==> src/rtl/gpio_in_dbnc_pkg.sv <==
`default_nettype none
// ============================================================================
// Module      : gpio_in_dbnc_pkg
// Description : Shared pinmux/GPIO constants and the per-pin debounce mode
//               encoding used by the GPIO input front end.
// Revision    : 1.0 - initial release
// ============================================================================
package gpio_in_dbnc_pkg;

    localparam int GPIO_NPINS        = 32;
    localparam int GPIO_DBNC_PRESC_W = 16;
    localparam int GPIO_DBNC_CNT_W   = 4;

    // What a debounce cell does on the coming clock edge.
    typedef enum logic [1:0] {
        DBNC_BYPASS = 2'd0,  // filter off: follow the synchronised input
        DBNC_STABLE = 2'd1,  // input agrees with filtered value: clear counter
        DBNC_WAIT   = 2'd2,  // input differs, no tick: hold
        DBNC_STEP   = 2'd3   // input differs, tick: count or accept
    } dbnc_mode_e;

endpackage : gpio_in_dbnc_pkg
`default_nettype wire

==> src/rtl/gpio_dbnc_cell.sv <==
`default_nettype none
// ============================================================================
// Module      : gpio_dbnc_cell
// Description : One GPIO pin's debounce filter. Holds the filtered value and
//               a saturating stability counter advanced on prescaler ticks.
// Ports       : clk, rst_n      - clock, async active-low reset
//               i_sync_in       - synchronised pad value
//               i_bypass        - 1 = filter off, follow i_sync_in
//               i_tick          - shared prescaler tick
//               i_cnt_cfg       - stable ticks needed (0 behaves as 1)
//               o_dbnc          - filtered pin value
// Revision    : 1.0 - initial release
// ============================================================================
module gpio_dbnc_cell
    import gpio_in_dbnc_pkg::*;
#(
    parameter int DCNT_W = GPIO_DBNC_CNT_W
) (
    input  logic              clk,
    input  logic              rst_n,
    input  logic              i_sync_in,
    input  logic              i_bypass,
    input  logic              i_tick,
    input  logic [DCNT_W-1:0] i_cnt_cfg,
    output logic              o_dbnc
);

    logic              r_dbnc;
    logic [DCNT_W-1:0] r_dcnt;

    dbnc_mode_e        w_mode;
    logic [DCNT_W-1:0] w_thr;
    logic [DCNT_W:0]   w_dcnt_inc;
    logic              w_accept;
    logic [DCNT_W-1:0] w_dcnt_sat;

    // A zero threshold would otherwise accept without waiting for a tick.
    assign w_thr      = (i_cnt_cfg == '0) ? DCNT_W'(1) : i_cnt_cfg;
    // One bit wider so the compare is exact even when r_dcnt is all ones.
    assign w_dcnt_inc = {1'b0, r_dcnt} + 1'b1;
    assign w_accept   = (w_dcnt_inc >= {1'b0, w_thr});
    assign w_dcnt_sat = (&r_dcnt) ? r_dcnt : w_dcnt_inc[DCNT_W-1:0];

    // Bypass is decoded first so it wins over a simultaneous tick.
    always_comb begin
        w_mode = DBNC_STABLE;
        if (i_bypass) begin
            w_mode = DBNC_BYPASS;
        end else if (i_sync_in == r_dbnc) begin
            w_mode = DBNC_STABLE;
        end else if (i_tick) begin
            w_mode = DBNC_STEP;
        end else begin
            w_mode = DBNC_WAIT;
        end
    end

    always_ff @(posedge clk or negedge rst_n) begin
        if (!rst_n) begin
            r_dbnc <= 1'b0;
            r_dcnt <= '0;
        end else begin
            case (w_mode)
                DBNC_BYPASS: begin
                    r_dbnc <= i_sync_in;
                    r_dcnt <= '0;
                end
                DBNC_STABLE: begin
                    r_dcnt <= '0;
                end
                DBNC_STEP: begin
                    if (w_accept) begin
                        r_dbnc <= i_sync_in;
                        r_dcnt <= '0;
                    end else begin
                        r_dcnt <= w_dcnt_sat;
                    end
                end
                default: begin
                    r_dcnt <= r_dcnt;
                end
            endcase
        end
    end

    assign o_dbnc = r_dbnc;

endmodule : gpio_dbnc_cell
`default_nettype wire

==> src/rtl/gpio_in_dbnc.sv <==
`default_nettype none
// ============================================================================
// Module      : gpio_in_dbnc
// Description : GPIO input front end. Synchronises raw pads into mclk,
//               optionally debounces each pin against a shared prescaled
//               tick, and provides the filtered data plus a one-cycle-late
//               copy for the edge-interrupt logic.
// Ports       : mclk, h_reset_n  - clock, async active-low reset
//               pad_gpio_in       - raw asynchronous pad inputs
//               cfg_gpio_dir_sel  - 1 = output pin (filter bypassed)
//               cfg_dbnc_en       - 1 = debounce enabled for the pin
//               cfg_dbnc_presc    - tick period minus one
//               cfg_dbnc_cnt      - stable ticks needed to accept a change
//               cfg_gpio_data_in  - filtered pin data
//               gpio_prev_indata  - cfg_gpio_data_in delayed one cycle
//               dbnc_tick         - prescaler tick
// Revision    : 1.0 - initial release
// ============================================================================
module gpio_in_dbnc
    import gpio_in_dbnc_pkg::*;
#(
    parameter int NPINS   = GPIO_NPINS,
    parameter int PRESC_W = GPIO_DBNC_PRESC_W,
    parameter int DCNT_W  = GPIO_DBNC_CNT_W
) (
    input  logic               mclk,
    input  logic               h_reset_n,
    input  logic [NPINS-1:0]   pad_gpio_in,
    input  logic [NPINS-1:0]   cfg_gpio_dir_sel,
    input  logic [NPINS-1:0]   cfg_dbnc_en,
    input  logic [PRESC_W-1:0] cfg_dbnc_presc,
    input  logic [DCNT_W-1:0]  cfg_dbnc_cnt,
    output logic [NPINS-1:0]   cfg_gpio_data_in,
    output logic [NPINS-1:0]   gpio_prev_indata,
    output logic               dbnc_tick
);

    logic [NPINS-1:0]   r_sync_meta;
    logic [NPINS-1:0]   r_sync_in;
    logic [PRESC_W-1:0] r_presc_cnt;
    logic               r_tick;
    logic [NPINS-1:0]   r_prev_indata;
    logic [NPINS-1:0]   w_bypass;
    logic [NPINS-1:0]   w_data_in;

    // Plain two-flop synchroniser: nothing may sit between the stages.
    always_ff @(posedge mclk or negedge h_reset_n) begin
        if (!h_reset_n) begin
            r_sync_meta <= '0;
            r_sync_in   <= '0;
        end else begin
            r_sync_meta <= pad_gpio_in;
            r_sync_in   <= r_sync_meta;
        end
    end

    // The >= compare (not ==) makes a lowered period take effect on the
    // very next cycle instead of running the counter round its full range.
    always_ff @(posedge mclk or negedge h_reset_n) begin
        if (!h_reset_n) begin
            r_presc_cnt <= '0;
            r_tick      <= 1'b0;
        end else if (r_presc_cnt >= cfg_dbnc_presc) begin
            r_presc_cnt <= '0;
            r_tick      <= 1'b1;
        end else begin
            r_presc_cnt <= r_presc_cnt + 1'b1;
            r_tick      <= 1'b0;
        end
    end

    // Output-direction pins read back what is driven, so never filter them.
    assign w_bypass = ~cfg_dbnc_en | cfg_gpio_dir_sel;

    for (genvar gi = 0; gi < NPINS; gi++) begin : g_pin
        gpio_dbnc_cell #(
            .DCNT_W (DCNT_W)
        ) u_cell (
            .clk       (mclk),
            .rst_n     (h_reset_n),
            .i_sync_in (r_sync_in[gi]),
            .i_bypass  (w_bypass[gi]),
            .i_tick    (r_tick),
            .i_cnt_cfg (cfg_dbnc_cnt),
            .o_dbnc    (w_data_in[gi])
        );
    end

    always_ff @(posedge mclk or negedge h_reset_n) begin
        if (!h_reset_n) begin
            r_prev_indata <= '0;
        end else begin
            r_prev_indata <= w_data_in;
        end
    end

    assign cfg_gpio_data_in = w_data_in;
    assign gpio_prev_indata = r_prev_indata;
    assign dbnc_tick        = r_tick;

endmodule : gpio_in_dbnc
`default_nettype wire
==> config.mk <==
export PLATFORM = sky130hd
export DESIGN_NAME = gpio_in_dbnc
export DESIGN_NICKNAME = d
export VERILOG_FILES = /design/src/rtl/gpio_in_dbnc_pkg.sv /design/src/rtl/gpio_dbnc_cell.sv /design/src/rtl/gpio_in_dbnc.sv
export SDC_FILE = /design/constraint.sdc
export NUM_CORES = 1
export LEC_CHECK = 0
export ABC_AREA = 1
export CAP_MARGIN = 0
export CORE_ASPECT_RATIO = 1.5
export CORE_UTILIZATION = 57
export DETAILED_ROUTE_END_ITERATION = 6
export HOLD_SLACK_MARGIN = 0.02
export PLACE_DENSITY_LB_ADDON = 0.25
export SYNTH_ARGS = -nofsm -noshare
export SYNTH_HDL_FRONTEND = slang
export SYNTH_SLANG_ARGS = --single-unit
==> constraint.sdc <==
create_clock -name mclk -period 2.2 [get_ports mclk]
set_input_delay 0.44 -clock mclk [delete_from_list [all_inputs] [get_ports mclk]]
set_output_delay 0.44 -clock mclk [all_outputs]
set_load 0.02 [all_outputs]
Yosys cells after proc, flatten, opt, wreduce, memory -nomap -nowiden
Cells that the tools add are included.

storage, ports and cells
  logic and storage cells = 750
  bits of input ports = 118
  flip-flop bits (word level) = 273

operators by class
  reductions and logical operators = 225
  order comparisons = 33
  bitwise gates (word level) = 2
  equal/unequal tests = 160
  $add $sub $neg = 33
  mux-type cells = 228

operators with widths
  operator                 number
  $mux W4                  65
  $pmux W4 S2              32
  $add A4 B1 Y5 const B    32
  $ge A5 B4 Y1             32
  $mux W2                  64
  $reduce_and A2 Y1        64
  $reduce_and A4 Y1        32
  $reduce_bool A2 Y1       64
  $ne A3 B2 Y1 const B     32
  $eq A2 B1 Y1 const B     32
  $eq A2 B2 Y1 const B     32
  $logic_not A2 Y1         32
  $ne A2 B1 Y1 const B     32
  $pmux W1 S2              32
  $reduce_or A2 Y1         32
  $mux W1                  34
  $eq A1 B1 Y1             32
  $not A32 Y32             1
  $or A32 B32 Y32          1
  $add A16 B1 Y16 const B  1
  $ge A16 B16 Y1           1
  $mux W16                 1
  $logic_not A4 Y1         1

Logic depth before layout (Yosys ltp)
  word-level depth = 7
  gate-level depth with buffers = 17

Cells and area by module
A second synthesis with hierarchy kept.

unflattened totals
  cell total of the unflattened synthesis = 2119
  area total of the unflattened synthesis = 17271.6 um2

modules (own cells, without submodules)
  module          cells an instance  area each (um2)  times used
  gpio_dbnc_cell  56                 416.6            32
  gpio_in_dbnc    327                3938.8           1

Worst setup path before layout
Ideal clock, no wire load.

  path type = input -> register
  start point = in cfg_dbnc_cnt[1]
  end point = reg g_pin[10].u_cell.r_dcnt[2]
  cell stages on the path = 14
  required time = 2117 ps
  arrival time = 2545 ps
  setup time = 83 ps
  setup slack = -427 ps
  path through = inv_1 -> a31o_2 -> ha_1 -> inv_1 -> nand2_1 -> nand2_1 -> nand2_1 -> nand2_1 -> nand2_1 -> nand2_1 -> nand2_1 -> nor2_1 -> nand2_1 -> o21ai_0

on the way
  word-level cells in the longest chain between the ends = 5
  elaborated cells on any way between the ends = 7
  those cells by class = order compare (1); eq/ne (1); mux (3); reduce/logical (2)

RTL lines
  item                                                     RTL line              text
  start: declaration                                       gpio_in_dbnc.sv:32    input logic [DCNT_W-1:0] cfg_dbnc_cnt,
  $logic_not A4 Y1                                         gpio_dbnc_cell.sv:38  assign w_thr = (i_cnt_cfg == '0) ? DCNT_W'(1) : i_cnt_cfg;
  $mux W4 (*)                                              gpio_dbnc_cell.sv:38
  $ge A5 B4 Y1 (*)                                         gpio_dbnc_cell.sv:41  assign w_accept = (w_dcnt_inc >= {1'b0, w_thr});
  $mux W4 / $ne A3 B2 Y1 (equally long branches)           --
  $pmux W4 S2 / $reduce_and A2 Y1 (equally long branches)  --
  end signal: assignment                                   gpio_dbnc_cell.sv:76  r_dcnt <= w_dcnt_sat;
  end signal: assignment                                   gpio_dbnc_cell.sv:80  r_dcnt <= r_dcnt;
  end: declaration                                         gpio_dbnc_cell.sv:29  logic [DCNT_W-1:0] r_dcnt;

Every way passes the cells marked *; elsewhere a longest branch is shown, timed or not.
A chain may end at the register's enable or synchronous reset.

Final worst setup path
  start point = reg g_pin[7].u_cell.r_dbnc
  end point = out cfg_gpio_data_in[7]

RTL lines
  item                      RTL line              text
  start: declaration        gpio_dbnc_cell.sv:28  logic r_dbnc;
  start signal: assignment  gpio_dbnc_cell.sv:65  r_dbnc <= i_sync_in;
  start signal: assignment  gpio_dbnc_cell.sv:73  r_dbnc <= i_sync_in;
  end: declaration          gpio_in_dbnc.sv:33    output logic [NPINS-1:0] cfg_gpio_data_in,

No word-level cell between the ends.

==> out/metrics.cfg <==
[status]
run_status=complete, no violations

[floorplan]
dieArea_um2=29300
start_util=0.582
coreArea_um2=28100
die_x_um=140
rows=75
ios=183
chipHeight_um=209

[worst_setup_path]
path_max_fanout=4
crit-reg2reg-launch=g_pin[21].u_cell.r_dcnt[0]$_DFFE_PN0P_
cp-start-kind=register
cp_slowest_cell=clkdlybuf4s50_1
criticalPathCategory=register to primary output
crit_required_ns=1.76
worstPathCellList=clkdlybuf4s50_1
critPathTopFamily=buffers and inverters
r2r-end=g_pin[21].u_cell.r_dcnt[0]$_DFFE_PN0P_
cp-end-kind=primary output
max_stage_delay_ns=0.64
path_buf_inv=1
rrSetupSlack_ns=0.33
ff2ff_path_depth=11
arrival_ns=1.63

[flow_run]
cap_violations=0

[finish]
nets=2661
drive_gt1_frac=0.0445
n_fill_cell=2279
instances_no_fill=2795
diodes=0
area_growth_pct=19.1

[hold_path]
holdCritPathClass=input port to register
hold_path_end=r_sync_meta[12]$_DFF_PN0_
hold_depth=1
hold_path.startpoint=pad_gpio_in[12]

[pwr]
ir_drop_mv=0.722
powerDensity_nw_per_um2=619
power.internal_w=0.00904
p_leak_nw=10.4
switching_share=0.249
comb_power_share=0.123
p_sw_w=0.00299
seqPwrFrac=0.450
pwr-share-clk=0.426

[synth]
synthTopCellsByCount=860 x nand2_1, 394 x inv_1, 273 x dfrtp_1
yosysSeqAreaShare=0.418
ys_warn_count=0
syn_area_um2=16300
synthDistinctLibCells=28
synth_top_area_frac=0.418
synth-async-reset-ratio=1.00
syn-num-nets=2484
synth-seq-cells=273
yosysMostFrequentCell=nand2_1
synth_top_flop_cell=dfrtp_1
synth-edff-count=0
syn_avg_cell_area_um2=7.25
synthTopCellsByArea=dfrtp_1 42%, nand2_1 20%, inv_1 9.1%, ha_1 8.7%, nand3_1 5.6%
synth_top_area_cell=dfrtp_1
syn-instance-count=2252

[timing]
rsz0062_at_grt=no
finalClockSkew_ns=0.0101
layout_setup_ws_ns=0.129
setup_viol=0
period_needed_ns=2.07
clock.fmax_mhz=483
slew_headroom=0.621
fin_crit_sh=0.941
setup_tns_ns=0
maxSlewViolCount=0
hold_viol_final=0
tightest_slew_ns=0.569

[clock_network]
clkTransAtPathRegs_ns=0.06
cts_buffer_depth=3
cts_max_level=1
cts.sinks=273
cts-root-buf=clkbuf_16
cts_tree=done
cts_made_buffers=28
clock_latency_ns=0.56

[place]
place_inst=2744
port_buffers=182
gp_congestion=0.848
post-dp-hpwl_mm=24.8
place_ws_ns=-0.404

[global_route]
grt_pass1_wl_mm=62.1
gr-usage-met3=0.0340
grt_max_degree=67
grt.met2_usage=0.482
busiest_layer=met2
grt_use_met1=0.290
grt.overflow.total=0
track_usage=0.255
grt_pass1_vias=14400
antenna_found_initial=1

[route]
drtIter0Drc=760
wl_mm=36.0
drcViolationCount=0
post_drt_wl_per_cell_um=12.9
viasPerCell=5.17
ant_nets=0
vias=14500
detail_route.first_pass.iterations=5

==> layout make-up <==
| cell class | count | area [um2] | share of cell area |
|---|---|---|---|
| Clock buffer | 40 | 807 | 0.0415 |
| Clock inverter | 10 | 178 | 0.00913 |
| Inverter | 399 | 1500 | 0.0772 |
| Multi-Input combinational cell | 1524 | 7630 | 0.392 |
| Sequential cell | 273 | 6830 | 0.351 |
| Tap cell | 346 | 433 | 0.0223 |
| Timing Repair Buffer | 203 | 2070 | 0.106 |
==> how the worst max path moves through the flow <==
stage	start	end	slack, ns	depth (start not counted)
floorplan	cfg_dbnc_cnt[1]	g_pin[14].u_cell.o_dbnc$_DFFE_PN0P_	-0.09	15
global placement	cfg_dbnc_cnt[1]	g_pin[17].u_cell.r_dcnt[2]$_DFFE_PN0P_	-0.40	16
detailed placement	cfg_dbnc_cnt[1]	g_pin[0].u_cell.r_dcnt[3]$_DFFE_PN0P_	-0.40	16
CTS	g_pin[7].u_cell.o_dbnc$_DFFE_PN0P_	cfg_gpio_data_in[7]	0.09	1
global route	g_pin[0].u_cell.o_dbnc$_DFFE_PN0P_	cfg_gpio_data_in[0]	0.07	1
finish	g_pin[7].u_cell.o_dbnc$_DFFE_PN0P_	cfg_gpio_data_in[7]	0.13	1
==> power groups by stage <==
stage | registers [W] | logic (W) | clock network, W
floorplan | 0.00553 | 0.000796 | 0
global placement | 0.00550 | 0.00146 | 0
detailed placement | 0.00551 | 0.00149 | 0
CTS | 0.00542 | 0.00151 | 0.00525
global route | 0.00544 | 0.00166 | 0.00544
finish | 0.00542 | 0.00148 | 0.00513
==> routing by layer <==
layer,vias up,wire length [um]
li1,7287,-
met1,6754,14700
met2,343,18700
met3,66,1720
met4,2,883
met5,-,9
==> logic make-up after synthesis <==
kind of cell	Yosys count	synth area share
xor gates and xnor gates	45	0.0241
AOI/OAI and AO/OA	110	0.0352
and+or+nand+nor	1255	0.319
DFF	273	0.418
adders and majority gates	114	0.0873
buffers and inverters	455	0.116
==> stage by stage <==
step,hold slack [ns],total power (W),area [um2],util
after floorplan,0.144,0.00633,16300,-
after global placement,0.332,0.00696,18400,0.657
after detailed placement,0.336,0.00701,18400,0.657
after CTS,0.297,0.0122,19400,0.693
after global routing,0.311,0.0125,19400,0.693
final,0.320,0.0120,19400,0.693
==> sequential cells by signal, summed over array words and instances, names as in the netlist <==
register             cells
dbnc_tick                1
r_sync_in               32
r_presc_cnt             16
r_sync_meta             32
g_pin.u_cell.r_dcnt    128
gpio_prev_indata        32
g_pin.u_cell.o_dbnc     32
==> cell usage in the layout, fill, tap and decap left out, drive strengths merged, types with 8 or more instances in the layout <==
cell | Yosys | routed
o21ai | 87 | 87
nor2 | 146 | 146
buf | 52 | 23
dfrtp | 273 | 273
nand2 | 860 | 860
nand3 | 183 | 183
a21oi | 8 | 8
xnor2 | 34 | 34
clkbuf | 4 | 40
clkdlybuf4s50 | 0 | 178
ha | 114 | 114
o22ai | 12 | 12
xor2 | 11 | 11
nand4 | 61 | 61
inv | 399 | 398
==> timing repair <==
action	CTS	global route
hold buffers	1	0
setup endpoints to repair	0	22
endpoints found under the hold margin	49	0
resized for setup	0	4
buffers inserted	0	0
(Power assumes the default switching activity.)
